File: src/rtl/operand_issue.sv
// RV32I decode / operand-issue stage in front of the ALU.
// Decodes OP, OP-IMM, LUI and AUIPC into one registered entry with a valid/ready handshake.
module operand_issue #(
  parameter bit WB_BYPASS    = 1'b1,
  parameter bit REFRESH_HELD = 1'b1
) (
  input  logic        clk_i,
  input  logic        rst_ni,
  input  logic        flush_i,
  input  logic        in_valid_i,
  output logic        in_ready_o,
  input  logic [31:0] instr_i,
  input  logic [31:0] pc_i,
  output logic [4:0]  rs1_addr_o,
  output logic [4:0]  rs2_addr_o,
  input  logic [31:0] rs1_data_i,
  input  logic [31:0] rs2_data_i,
  input  logic        wb_we_i,
  input  logic [4:0]  wb_rd_i,
  input  logic [31:0] wb_data_i,
  output logic        out_valid_o,
  input  logic        out_ready_i,
  output logic [31:0] operand_1_o,
  output logic [31:0] operand_2_o,
  output logic [6:0]  funct7_o,
  output logic [2:0]  funct3_o,
  output logic [4:0]  rd_o,
  output logic        rd_we_o,
  output logic        illegal_o
);

  localparam logic [6:0] OPC_OP     = 7'b0110011;
  localparam logic [6:0] OPC_OP_IMM = 7'b0010011;
  localparam logic [6:0] OPC_LUI    = 7'b0110111;
  localparam logic [6:0] OPC_AUIPC  = 7'b0010111;

  localparam logic [6:0] F7_NORMAL  = 7'b0000000;
  localparam logic [6:0] F7_ALT     = 7'b0100000;

  localparam logic [2:0] F3_ADD     = 3'b000;
  localparam logic [2:0] F3_SLL     = 3'b001;
  localparam logic [2:0] F3_SRL     = 3'b101;

  typedef enum logic {
    ST_EMPTY = 1'b0,
    ST_FULL  = 1'b1
  } state_e;

  state_e state_q, state_d;

  // Instruction fields
  logic [6:0]  opcode;
  logic [2:0]  f3;
  logic [6:0]  f7;
  logic [4:0]  rd;
  logic [31:0] imm_i;
  logic [31:0] imm_u;

  assign opcode = instr_i[6:0];
  assign f3     = instr_i[14:12];
  assign f7     = instr_i[31:25];
  assign rd     = instr_i[11:7];
  assign imm_i  = {{20{instr_i[31]}}, instr_i[31:20]};
  assign imm_u  = {instr_i[31:12], 12'b0};

  assign rs1_addr_o = instr_i[19:15];
  assign rs2_addr_o = instr_i[24:20];

  // Index 0 is rs1 / operand_1, index 1 is rs2 / operand_2.
  logic [4:0]  rs_addr [2];
  logic [31:0] rs_data [2];
  logic [31:0] rs_val  [2];

  assign rs_addr[0] = rs1_addr_o;
  assign rs_addr[1] = rs2_addr_o;
  assign rs_data[0] = rs1_data_i;
  assign rs_data[1] = rs2_data_i;

  // Held-entry bookkeeping used to refresh operands from later writebacks
  logic [4:0]  held_addr_q [2];
  logic [1:0]  held_src_q;
  logic [1:0]  refresh_hit;

  genvar gi;
  generate
    for (gi = 0; gi < 2; gi++) begin : g_port
      assign rs_val[gi] = (rs_addr[gi] == 5'd0) ? 32'd0 :
                          (WB_BYPASS && wb_we_i && (wb_rd_i == rs_addr[gi])) ? wb_data_i :
                          rs_data[gi];

      assign refresh_hit[gi] = REFRESH_HELD && held_src_q[gi] && wb_we_i &&
                               (wb_rd_i != 5'd0) && (wb_rd_i == held_addr_q[gi]);
    end
  endgenerate

  // Decode of the instruction currently presented at the input
  logic [31:0] dec_op1;
  logic [31:0] dec_op2;
  logic [6:0]  dec_f7;
  logic [2:0]  dec_f3;
  logic        dec_legal;
  logic [1:0]  dec_src;
  logic        dec_rd_we;

  always_comb begin
    dec_op1   = 32'd0;
    dec_op2   = 32'd0;
    dec_f7    = F7_NORMAL;
    dec_f3    = F3_ADD;
    dec_legal = 1'b0;
    dec_src   = 2'b00;

    unique case (opcode)
      OPC_OP: begin
        dec_legal = (f7 == F7_NORMAL) ||
                    ((f7 == F7_ALT) && ((f3 == F3_ADD) || (f3 == F3_SRL)));
        if (dec_legal) begin
          dec_op1 = rs_val[0];
          dec_op2 = rs_val[1];
          dec_f7  = f7;
          dec_f3  = f3;
          dec_src = 2'b11;
        end
      end

      OPC_OP_IMM: begin
        // Only shifts carry a funct7 field; ADDI with imm[11:5]=0100000 is still an add.
        unique case (f3)
          F3_SLL:  dec_legal = (f7 == F7_NORMAL);
          F3_SRL:  dec_legal = (f7 == F7_NORMAL) || (f7 == F7_ALT);
          default: dec_legal = 1'b1;
        endcase
        if (dec_legal) begin
          dec_op1 = rs_val[0];
          dec_op2 = imm_i;
          dec_f3  = f3;
          dec_f7  = ((f3 == F3_SRL) && (f7 == F7_ALT)) ? F7_ALT : F7_NORMAL;
          dec_src = 2'b01;
        end
      end

      OPC_LUI: begin
        dec_legal = 1'b1;
        dec_op2   = imm_u;
      end

      OPC_AUIPC: begin
        dec_legal = 1'b1;
        dec_op1   = pc_i;
        dec_op2   = imm_u;
      end

      default: begin
        dec_legal = 1'b0;
      end
    endcase
  end

  assign dec_rd_we = dec_legal && (rd != 5'd0);

  // Handshake and state control
  logic accept;
  logic consume;
  logic load_en;
  logic refresh_en;

  assign in_ready_o  = rst_ni && !flush_i && ((state_q == ST_EMPTY) || out_ready_i);
  assign accept      = in_valid_i && in_ready_o;
  assign consume     = (state_q == ST_FULL) && out_ready_i;
  assign out_valid_o = (state_q == ST_FULL);

  always_comb begin
    state_d    = state_q;
    load_en    = 1'b0;
    refresh_en = 1'b0;

    if (flush_i) begin
      state_d = ST_EMPTY;
    end else if (accept) begin
      state_d = ST_FULL;
      load_en = 1'b1;
    end else if (consume) begin
      state_d = ST_EMPTY;
    end else if (state_q == ST_FULL) begin
      refresh_en = 1'b1;
    end
  end

  // Output entry registers
  logic [31:0] operand_1_q;
  logic [31:0] operand_2_q;
  logic [6:0]  funct7_q;
  logic [2:0]  funct3_q;
  logic [4:0]  rd_q;
  logic        rd_we_q;
  logic        illegal_q;

  always_ff @(posedge clk_i or negedge rst_ni) begin
    if (!rst_ni) begin
      state_q        <= ST_EMPTY;
      operand_1_q    <= 32'd0;
      operand_2_q    <= 32'd0;
      funct7_q       <= F7_NORMAL;
      funct3_q       <= F3_ADD;
      rd_q           <= 5'd0;
      rd_we_q        <= 1'b0;
      illegal_q      <= 1'b0;
      held_addr_q[0] <= 5'd0;
      held_addr_q[1] <= 5'd0;
      held_src_q     <= 2'b00;
    end else begin
      state_q <= state_d;
      if (load_en) begin
        operand_1_q    <= dec_op1;
        operand_2_q    <= dec_op2;
        funct7_q       <= dec_f7;
        funct3_q       <= dec_f3;
        rd_q           <= rd;
        rd_we_q        <= dec_rd_we;
        illegal_q      <= !dec_legal;
        held_addr_q[0] <= rs_addr[0];
        held_addr_q[1] <= rs_addr[1];
        held_src_q     <= dec_src;
      end else if (refresh_en) begin
        // A stalled entry must not go stale against registers written meanwhile.
        if (refresh_hit[0]) begin
          operand_1_q <= wb_data_i;
        end
        if (refresh_hit[1]) begin
          operand_2_q <= wb_data_i;
        end
      end
    end
  end

  assign operand_1_o = operand_1_q;
  assign operand_2_o = operand_2_q;
  assign funct7_o    = funct7_q;
  assign funct3_o    = funct3_q;
  assign rd_o        = rd_q;
  assign rd_we_o     = rd_we_q;
  assign illegal_o   = illegal_q;

endmodule

File: config.mk
export PLATFORM = sky130hd
export DESIGN_NAME = operand_issue
export DESIGN_NICKNAME = d
export VERILOG_FILES = /design/src/rtl/operand_issue.sv
export SDC_FILE = /design/constraint.sdc
export NUM_CORES = 1
export LEC_CHECK = 0
export CELL_PAD_IN_SITES_DETAIL_PLACEMENT = 1
export CELL_PAD_IN_SITES_GLOBAL_PLACEMENT = 2
export CORE_AREA = 3 3 153 155
export CTS_CLUSTER_SIZE = 14
export DETAILED_ROUTE_END_ITERATION = 10
export DIE_AREA = 0 0 156 158
export PLACE_DENSITY = 0.91
export SLEW_MARGIN = 20
export SYNTH_ARGS = -nofsm -noshare
export SYNTH_HDL_FRONTEND = slang
export SYNTH_SLANG_ARGS = --single-unit
File: constraint.sdc
create_clock -name clk_i -period 5 [get_ports clk_i]
set_input_delay 0.75 -clock clk_i [delete_from_list [all_inputs] [get_ports clk_i]]
set_output_delay 0.75 -clock clk_i [all_outputs]
set_load 0.02 [all_outputs]
## Yosys cells after proc, flatten, opt, wreduce, memory -nomap -nowiden

Cells that the tools add are included.

| storage, ports and cells | value |
|---|---|
| flip-flop bits (word level) | 94 |
| output and inout port bits | 93 |
| input bits | 171 |
| word-level logic and storage cells | 95 |

| operators by class | value |
|---|---|
| equality and inequality tests | 11 |
| muxes and demuxes | 38 |
| reduce and logical (&&, ||, !) cells | 34 |
| bitwise logic cells | 1 |

Operators with widths:

| cell | count |
|---|---|
| $mux 32 | 14 |
| $pmux 32 s3 | 2 |
| $eq 7x6->1 const B | 3 |
| $eq 5x5->1 | 4 |
| $logic_and 1x1->1 | 15 |
| $eq 7x5->1 const B | 2 |
| $pmux 7 s2 | 1 |
| $mux 6 | 2 |
| $mux 1 | 11 |
| $logic_not 5->1 | 2 |
| $reduce_bool 5->1 | 2 |
| $logic_not 7->1 | 1 |
| $mux 7 | 1 |
| $mux 3 | 2 |
| $pmux 3 s2 | 1 |
| $reduce_bool 2->1 | 3 |
| $logic_or 1x1->1 | 4 |
| $pmux 2 s2 | 1 |
| $reduce_and 2->1 | 2 |
| $eq 3x1->1 const B | 1 |
| $eq 3x3->1 const B | 1 |
| $logic_not 3->1 | 1 |
| $pmux 1 s3 | 1 |
| $reduce_bool 3->1 | 1 |
| 5 further kinds | 6 |

## Logic depth before layout (Yosys ltp)

Gate-level depths: netlist (run 1).

| logic depth | value |
|---|---|
| depth in word-level cells | 8 |
| mapped depth | 9 |

## Least setup slack after synthesis (run 1)

Ideal clock, no wire load.

| timing | value |
|---|---|
| kind | input -> register |
| start point | in wb_rd_i[1] |
| end point | reg operand_2_q[21] (netlist: operand_2_o[21]) |
| setup time | 0.138 ns |
| stages | 8 |
| data required time | 4.862 ns |
| path buffers | 3 |
| data arrival time | 2.241 ns |
| setup slack | 2.622 ns |
| cells stage by stage | buf_2 > or4_1 > o21ai_2 > or3_1 > buf_6 > buf_12 > mux2i_1 > o221ai_2 |

| between the ends | value |
|---|---|
| longest elaborated chain between the ends | 7 |
| elaborated cells on any way between the ends | 13 |

RTL lines:

| what | RTL line | text |
|---|---|---|
| from (decl) | 19 | `input logic [4:0] wb_rd_i,` |
| $eq 5x5->1 | 88 | `(WB_BYPASS && wb_we_i && (wb_rd_i == rs_addr[gi])) ? wb_data_i :` |
| $logic_and 1x1->1 | 88 |  |
| $mux 32 | 88 |  |
| $mux 32 | 87 | `assign rs_val[gi] = (rs_addr[gi] == 5'd0) ? 32'd0 :` |
| $mux 32 | 117 | `if (dec_legal) begin` |
| $pmux 32 s3 | 113 | `unique case (opcode)` |
| $mux 32 | 213 | `if (load_en) begin` |
| to (signal assigned) | 215 | `operand_2_q <= dec_op2;` |
| to (signal assigned) | 230 | `operand_2_q <= wb_data_i;` |
| to (decl) | 191 | `logic [31:0] operand_2_q;` |

Several ways; a longest one is shown, not always the timed one.
A chain may end at the register's enable or synchronous reset.

## Final worst setup path (run 1)

| timing | value |
|---|---|
| start point | in wb_we_i |
| end point | reg operand_2_q[31] (netlist: operand_2_o[31]) |

| between the ends | value |
|---|---|
| longest elaborated chain between the ends | 6 |
| elaborated cells on any way between the ends | 11 |

RTL lines:

| what | RTL line | text |
|---|---|---|
| from (decl) | 18 | `input logic wb_we_i,` |
| $logic_and 1x1->1 | 88 |  |
| $mux 32 | 88 |  |
| $mux 32 | 87 |  |
| $mux 32 | 117 |  |
| $pmux 32 s3 | 113 |  |
| $mux 32 | 213 |  |

Several ways; a longest one is shown, not always the timed one.

==> results of run 1 <==
==> kinds of logic (layout without fill, tap and decap cells) <==
family | count (synthesis) | in the layout | share of synthesized area [%]
buffers and inverters | 61 | 292 | 5.86
XOR/XNOR | 21 | 21 | 3.21
multiplexers | 114 | 114 | 19.9
flip-flops | 94 | 94 | 41.1
AO/OA/AOI/OAI | 128 | 128 | 16.7
AND/OR/NAND/NOR | 167 | 167 | 13.2
==> critical path, delay by kind of cell <==
kind | cells | cell delay (ns)
simple gates | 4 | 1.80
buf+inv | 1 | 0.53
compound gates | 2 | 0.34
==> how the worst max path moves through the flow <==
| stage | endpoint | slack (ns) | cells after the start |
|---|---|---|---|
| final | operand_2_o[31]$_DFFE_PN0P_ | 1.82 | 7 |
| after global routing | operand_2_o[31]$_DFFE_PN0P_ | 1.69 | 7 |
| after CTS | operand_2_o[15]$_DFFE_PN0P_ | 1.82 | 7 |
| after detailed placement | operand_2_o[15]$_DFFE_PN0P_ | 1.44 | 7 |
| after global placement | operand_2_o[31]$_DFFE_PN0P_ | 1.50 | 6 |
| after floorplan | operand_2_o[21]$_DFFE_PN0P_ | 2.62 | 8 |
==> layer usage <==
layer  vias up  routed length (µm)  track usage [%]
met1      2747               10400             23.9
met2       185               11700             33.0
met3        19                1670             5.14
met5         -                   0                0
met4         0                 307             5.17
li1       2579                   -                -
==> cells in the mapped netlist, drive strengths merged, types with 3 or more instances <==
cell type,count,area (µm²)
o221ai,51,453
nor2b,7,43.8
nand2,110,413
nor3,3,20.0
mux2i,114,1140
nand3,5,25.0
xor2,9,78.8
xnor2,12,105
a2bb2oi,11,96.3
buf,32,226
a21oi,15,75.1
and3,3,18.8
nor2,17,63.8
nor4,4,31.3
dfrtp,94,2350
o21ai,24,124
or4,3,22.5
clkbuf,28,105
a21o,21,158
nand4,4,25.0
==> state kept, by name, indices dropped and copies added, names as in the netlist <==
register	count
funct3_o	3
operand_1_o	32
held_src_q	2
operand_2_o	32
held_addr_q	10
rd_we_o	1
out_valid_o	1
rd_o	5
illegal_o	1
funct7_o	7
==> power groups by stage <==
| stage | registers, µW | clock network (µW) | logic, µW |
|---|---|---|---|
| after global placement | 844 | 0 | 441 |
| after detailed placement | 847 | 0 | 447 |
| after CTS | 832 | 754 | 449 |
| after floorplan | 880 | 0 | 124 |
| after global routing | 837 | 778 | 477 |
| final | 831 | 723 | 444 |
==> stage by stage <==
stage,hold WS (ns),cells,instance area (µm²)
3_5_place_dp,0.470,1079,8490
3_3_place_gp,0.460,1079,8490
2_1_floorplan,0.450,585,5720
4_1_cts,0.269,1095,8790
5_1_grt,0.278,1096,8820
6_report,0.278,1096,8820
==> final cells by class <==
type                            count  area (µm²)  area share [%]
Clock buffer                        9         225            2.55
Clock inverter                      7        72.6           0.823
Multi-Input combinational cell    430        3070            34.8
Timing Repair Buffer              275        2740            31.1
Inverter                            1        3.75          0.0426
Tap cell                          280         350            3.97
Sequential cell                    94        2350            26.7
==> cell usage in the layout, fill, tap and decap left out, types with 2 or more instances in the layout <==
cell type,instances
nor2b_1,7
nor4bb_1,2
nand4_1,4
xor2_1,9
a21oi_1,15
o21ai_0,22
nand2b_1,2
mux2i_1,114
nand2_1,110
or4_1,3
dfrtp_1,94
nor2_1,17
clkdlybuf4s50_1,262
xnor2_1,12
o221ai_1,50
buf_4,12
nand3_1,5
nor4_1,3
a22o_1,2
inv_8,2
clkbuf_16,9
nor3_1,2
a21o_1,21
inv_6,3
a2bb2oi_1,11
and2_1,2
==> impl_results.md, run 1 <==
- Fin util: between 40% and 50%
- CTS resizes: 0
- DRT iter0 DRCs: 239
- Clk Latency, worst-skew pair: around 0.36 ns
- First-pass GRT wire length: about 36000 µm
- Worst setup EP type: flip-flop
- Die X: about 160 µm
- Fin crit share: 63.5%
- Fmax achieved: approximately 0.31 GHz
- Max-Slew Margin vs Limit: around 38%
- Syn Area/Cell: roughly 10 µm²
- Vias in the first global route: 5970
- Final Setup Violations: 0
- DP HPWL: 18000 µm
- Sequential-to-total area share from yosys stat: slightly above 40%
- Leakage power: 0.00342 µW
- Crit-path cells: clkdlybuf4s50_1 > nor4bb_1 > o21ai_2 > or3_2 > nand2_1 > nor2_1 > a41oi_1
- ANT nets after route: 0
- Final setup margin: 1.82 ns
- Clock buffer depth: 2
- Setup Slack @ Placement: between 1 and 1.5 ns
- CTS tree: yes
- R2R Path End: operand_2_o[31]$_DFFE_PN0P_
- Vias: 5530
- Internal power component: around 1400 µW
- Sw frac: 30.2%
- DR WL/cell: 22.0 µm
- Vias/cell: approximately 5
- Mapped cell area: approximately 0.0057 mm²
- R2R setup slack: 2.44 ns
- Worst setup startpoint: wb_we_i
- Residual DRC: 0
- Pre-antenna DRT Iters: 6
- Status: finished, final reports clean
- Clock H-tree levels: 3
- Num CTS Buffers: 9
- Fillers: about 2500
- Switch Pwr: between 600 and 700 µW
- TritonCTS Sinks: 94
- Library cells used by synthesis: 42
- Hold crit path type: input pin to async pin
- Core Rows: 54
- GRT Overall Usage: 19.2%
- Largest net degree at the start of global routing: 73
- Grt ovf: 0
- IO Count: 264
- Crit path kind: input pin to flip-flop
- Layout cells sized above 1: 4.78%
- Post-Syn Instances: between 500 and 600
- EDFF count, synth: 0
- Logic pwr share: between 20% and 30%
- Slew Viols, Final: 0
- Worst r2r src: out_valid_o$_DFFE_PN0P_
- RSZ-0062 raised after global routing: false
- WP data required: 5.27 ns
- CP max stage delay: between 0.7 and 0.8 ns
- Setup bufs post-CTS: 0
- Diodes inserted: 0
- Final Skew: between 0.009 and 0.01 ns
- GPL Wtd Cong: between 0.7 and 0.8
- IO Port Bufs: 263
- Post-route minimum period: around 3.2 ns
- Final hold violation count: 0
- Starting Density: roughly a quarter
- Worst-path clk slew: about 0.080 ns
- Layout Nets: between 900 and 1000
- Die area: approximately 0.025 mm²
- Clock power share: between 30% and 40%
- Initial antenna violation count: 0
- Syn. warnings: 0
- Slew @ Worst Pin: 0.929 ns
- Arr. time, crit path: roughly 3.5 ns
- Setup TNS: 0 ns
- Root Driver: clkbuf_16
- Worst-path fanout max: 15
- Critical path startpoint category: input pin
- Core area: between 0.02 and 0.025 mm²
- Register bit total from synthesis: 94
- Max Cap Viol: 0
- Slowest cell on crit path: or3_2
- Peak VDD IR: around 140 µV
- Pwr/cell area: 227 mW/mm²
- Seq pwr share: between 40% and 50%
- Reg2reg path depth: 6
- # hold bufs at CTS: 0
- Synth Net Count: 756
- Top_reg_cell synth: dfrtp_1
- Die Y: approximately 160 µm
- Post-synth ARST share: 100%
- Power, Total: 2000 µW
- Total Wirelength: 24100 µm
- Synth-to-Final Area Change: 54.0%
Note: power is estimated with default switching activity, not from simulation.
==> inputs of run 2 (changes only) <==
Settings changed: CORE_AREA 3 3 153 155 to 3 3 166 168, DIE_AREA 0 0 156 158 to 0 0 169 171, PLACE_DENSITY 0.91 to 0.82.
Clock period 5 ns to 2.7 ns, I/O delays scaled along.
==> impl_results.md, run 2 (synthesis gave the netlist of run 1 again) <==
- Pwr/cell area: 416 mW/mm² (+84%)
- Fillers: 2958 (+20%)
- Worst setup startpoint: instr_i[29]
- WP data required: 2.95 ns (-2.32 ns)
- GRT Overall Usage: 17.1% (-2.1 points)
- Fmax achieved: around 0.43 GHz
- Die Y: 171 µm (+8.2%)
- Clk Latency, worst-skew pair: 0.36 ns (about the same)
- Layout Nets: 1017 (+3.6%)
- Clock buffer depth: 2 (unchanged)
- Slew Viols, Final: 0 (unchanged)
- Status: finished, final reports clean
- Critical path startpoint category: input pin
- Final setup margin: 0.363 ns (-1.46 ns)
- Clock H-tree levels: 3 (unchanged)
- Peak VDD IR: 211 µV (+51%)
- Final hold violation count: 0 (unchanged)
- DR WL/cell: 21.4 µm (-2.8%)
- Final Skew: 0.0121 ns (+0.00266 ns)
- Core Rows: 59 (+9.3%)
- IO Port Bufs: 263 (unchanged)
- Setup bufs post-CTS: 0 (unchanged)
- Arr. time, crit path: 2.59 ns (-0.86 ns)
- Final std cells w/o fill: 1189 (+8.5%)
- Vias in the first global route: 5987 (+0.28%)
- Layout cells sized above 1: 8.70% (+3.9 points)
- Core area: 0.0261 mm² (+19%)
- Max Cap Viol: 0 (unchanged)
- GR peak layer: met2
- Post-route minimum period: about 2.3 ns
- Worst-path fanout max: 32 (+17)
- Most used cells in the layout excluding fill and tap cells: 262 x clkdlybuf4s50_1, 114 x mux2i_1, 110 x nand2_1
- Vias/cell: 4.72 (-6.4%)
- DRT iter0 DRCs: 130 (-46%)
- Slew @ Worst Pin: 1.02 ns (+0.0930 ns)
- ANT nets after route: 0 (unchanged)
- CTS tree: yes
- Met2 Usage GRT: 29.4% (-3.5 points)
- GPL Wtd Cong: 0.808 (+2.0%)
- Fin crit share: slightly below 90%
- Worst-path clk slew: 0.08 ns (about the same)
- Synth-to-Final Area Change: 61.4%
- Num CTS Buffers: 9 (unchanged)
- First-pass GRT wire length: 37900 µm (+5.0%)
- Hold Slack: 0.182 ns (-0.0957 ns)
- Most common cell after layout, fill and taps aside: clkdlybuf4s50_1
- Residual DRC: 0 (unchanged)
- Final Setup Violations: 0 (unchanged)
- Crit path kind: input pin to flip-flop
- Grt ovf: 0 (unchanged)
- TritonCTS Sinks: 94 (unchanged)
- Met1 GRT Util: 22.3% (-1.6 points)
- Die area: 0.0289 mm² (+17%)
- Leakage power: 0.00361 µW (+5.8%)
- Pre-antenna DRT Iters: 4 (-2)
- RSZ-0062 raised after global routing: false
- CTS resizes: 0 (unchanged)
- Total Wirelength: 25400 µm (+5.4%)
- # hold bufs at CTS: 0 (unchanged)
- IO Count: 264 (unchanged)
- Met3 usage: 3.67% (-1.5 points)
- Max-Slew Margin vs Limit: 31.6% (-6.3 points)
- DP HPWL: 19700 µm (+9.4%)
- Placed insts: 1170 (+8.4%)
- Worst r2r src: out_valid_o$_DFFE_PN0P_
- Setup Slack @ Placement: -0.128 ns (-1.57 ns)
- Starting Density: 22.0% (-4.1 points)
- Worst setup EP type: flip-flop
- Initial antenna violation count: 2 (+2)
- Root Driver: clkbuf_16
- Largest net degree at the start of global routing: 75 (+2.7%)
- Setup TNS: 0 ns (unchanged)
- Die X: 169 µm (+8.3%)
- Hold crit path type: input pin to async pin
- Vias: 5613 (+1.5%)
==> run 2: worst paths after layout <==
path	slack, ns	depth (start not counted)	to
worst max-delay path	0.36	7	operand_1_o[5]$_DFFE_PN0P_
worst min-delay path	0.18	2	operand_1_o[29]$_DFFE_PN0P_
worst max register to register	0.60	6	operand_2_o[16]$_DFFE_PN0P_
worst min register to register	0.48	2	rd_o[4]$_DFFE_PN0P_
max in group asynchronous	1.31	3	held_addr_q[8]$_DFFE_PN0P_
min in group clk_i	0.48	2	rd_o[4]$_DFFE_PN0P_
==> run 2: per-layer routing <==
| metal | vias up | share of wire, % |
|---|---|---|
| li1 | 2649 | - |
| met1 | 2758 | 44 |
| met3 | 22 | 6.0 |
| met5 | - | 0.043 |
| met4 | 2 | 1.3 |
| met2 | 182 | 49 |
==> run 2: worst max-delay path, stage by stage <==
cell             delay, ns
clkdlybuf4s50_1       0.48
nor4_2                0.26
and2_1                0.23
nand3_1               0.16
a21oi_1               0.39
o21ai_4               0.35
o221ai_1              0.28
==> run 2: final cells by class <==
| cell class | instances | area, µm² | area share [%] |
|---|---|---|---|
| inverters | 1 | 3.75 | 0.0406 |
| flip-flops and latches | 94 | 2350 | 25.5 |
| multi-input cells | 430 | 3070 | 33.2 |
| repair buffers | 310 | 3060 | 33.1 |
| well taps | 335 | 419 | 4.54 |
| clock buffers | 10 | 239 | 2.59 |
| diodes | 3 | 7.51 | 0.0812 |
| clock inverters | 6 | 93.8 | 1.02 |
==> run 2: per-stage QoR <==
stage | area [µm²] | power, µW | util [%]
after CTS | 9230 | 3920 | 35.4
after floorplan | 5720 | 1860 | -
after global placement | 8900 | 2420 | 34.2
after detailed placement | 8900 | 2430 | 34.2
after global routing | 9240 | 4040 | 35.4
final | 9240 | 3850 | 35.5
==> run 2: report_power, final <==
part           switching, µW  internal (µW)
Combinational            393            462
Clock                    611            845
Sequential              49.6           1490
Total                   1050           2800
==> inputs of run 3 (changes only) <==
==> constraint.sdc (replaced) <==
create_clock -name clk_i -period 2.7 [get_ports clk_i]
set_input_delay 0.405 -clock clk_i [delete_from_list [all_inputs] [get_ports clk_i]]
set_output_delay 0.405 -clock clk_i [all_outputs]
set_load 0.01 [all_outputs]
==> results of run 3 <==
The final DEF is identical to that of run 2. Status: finished, final reports clean.
Main changes from that run: total power 3850 µW -> 3800 µW
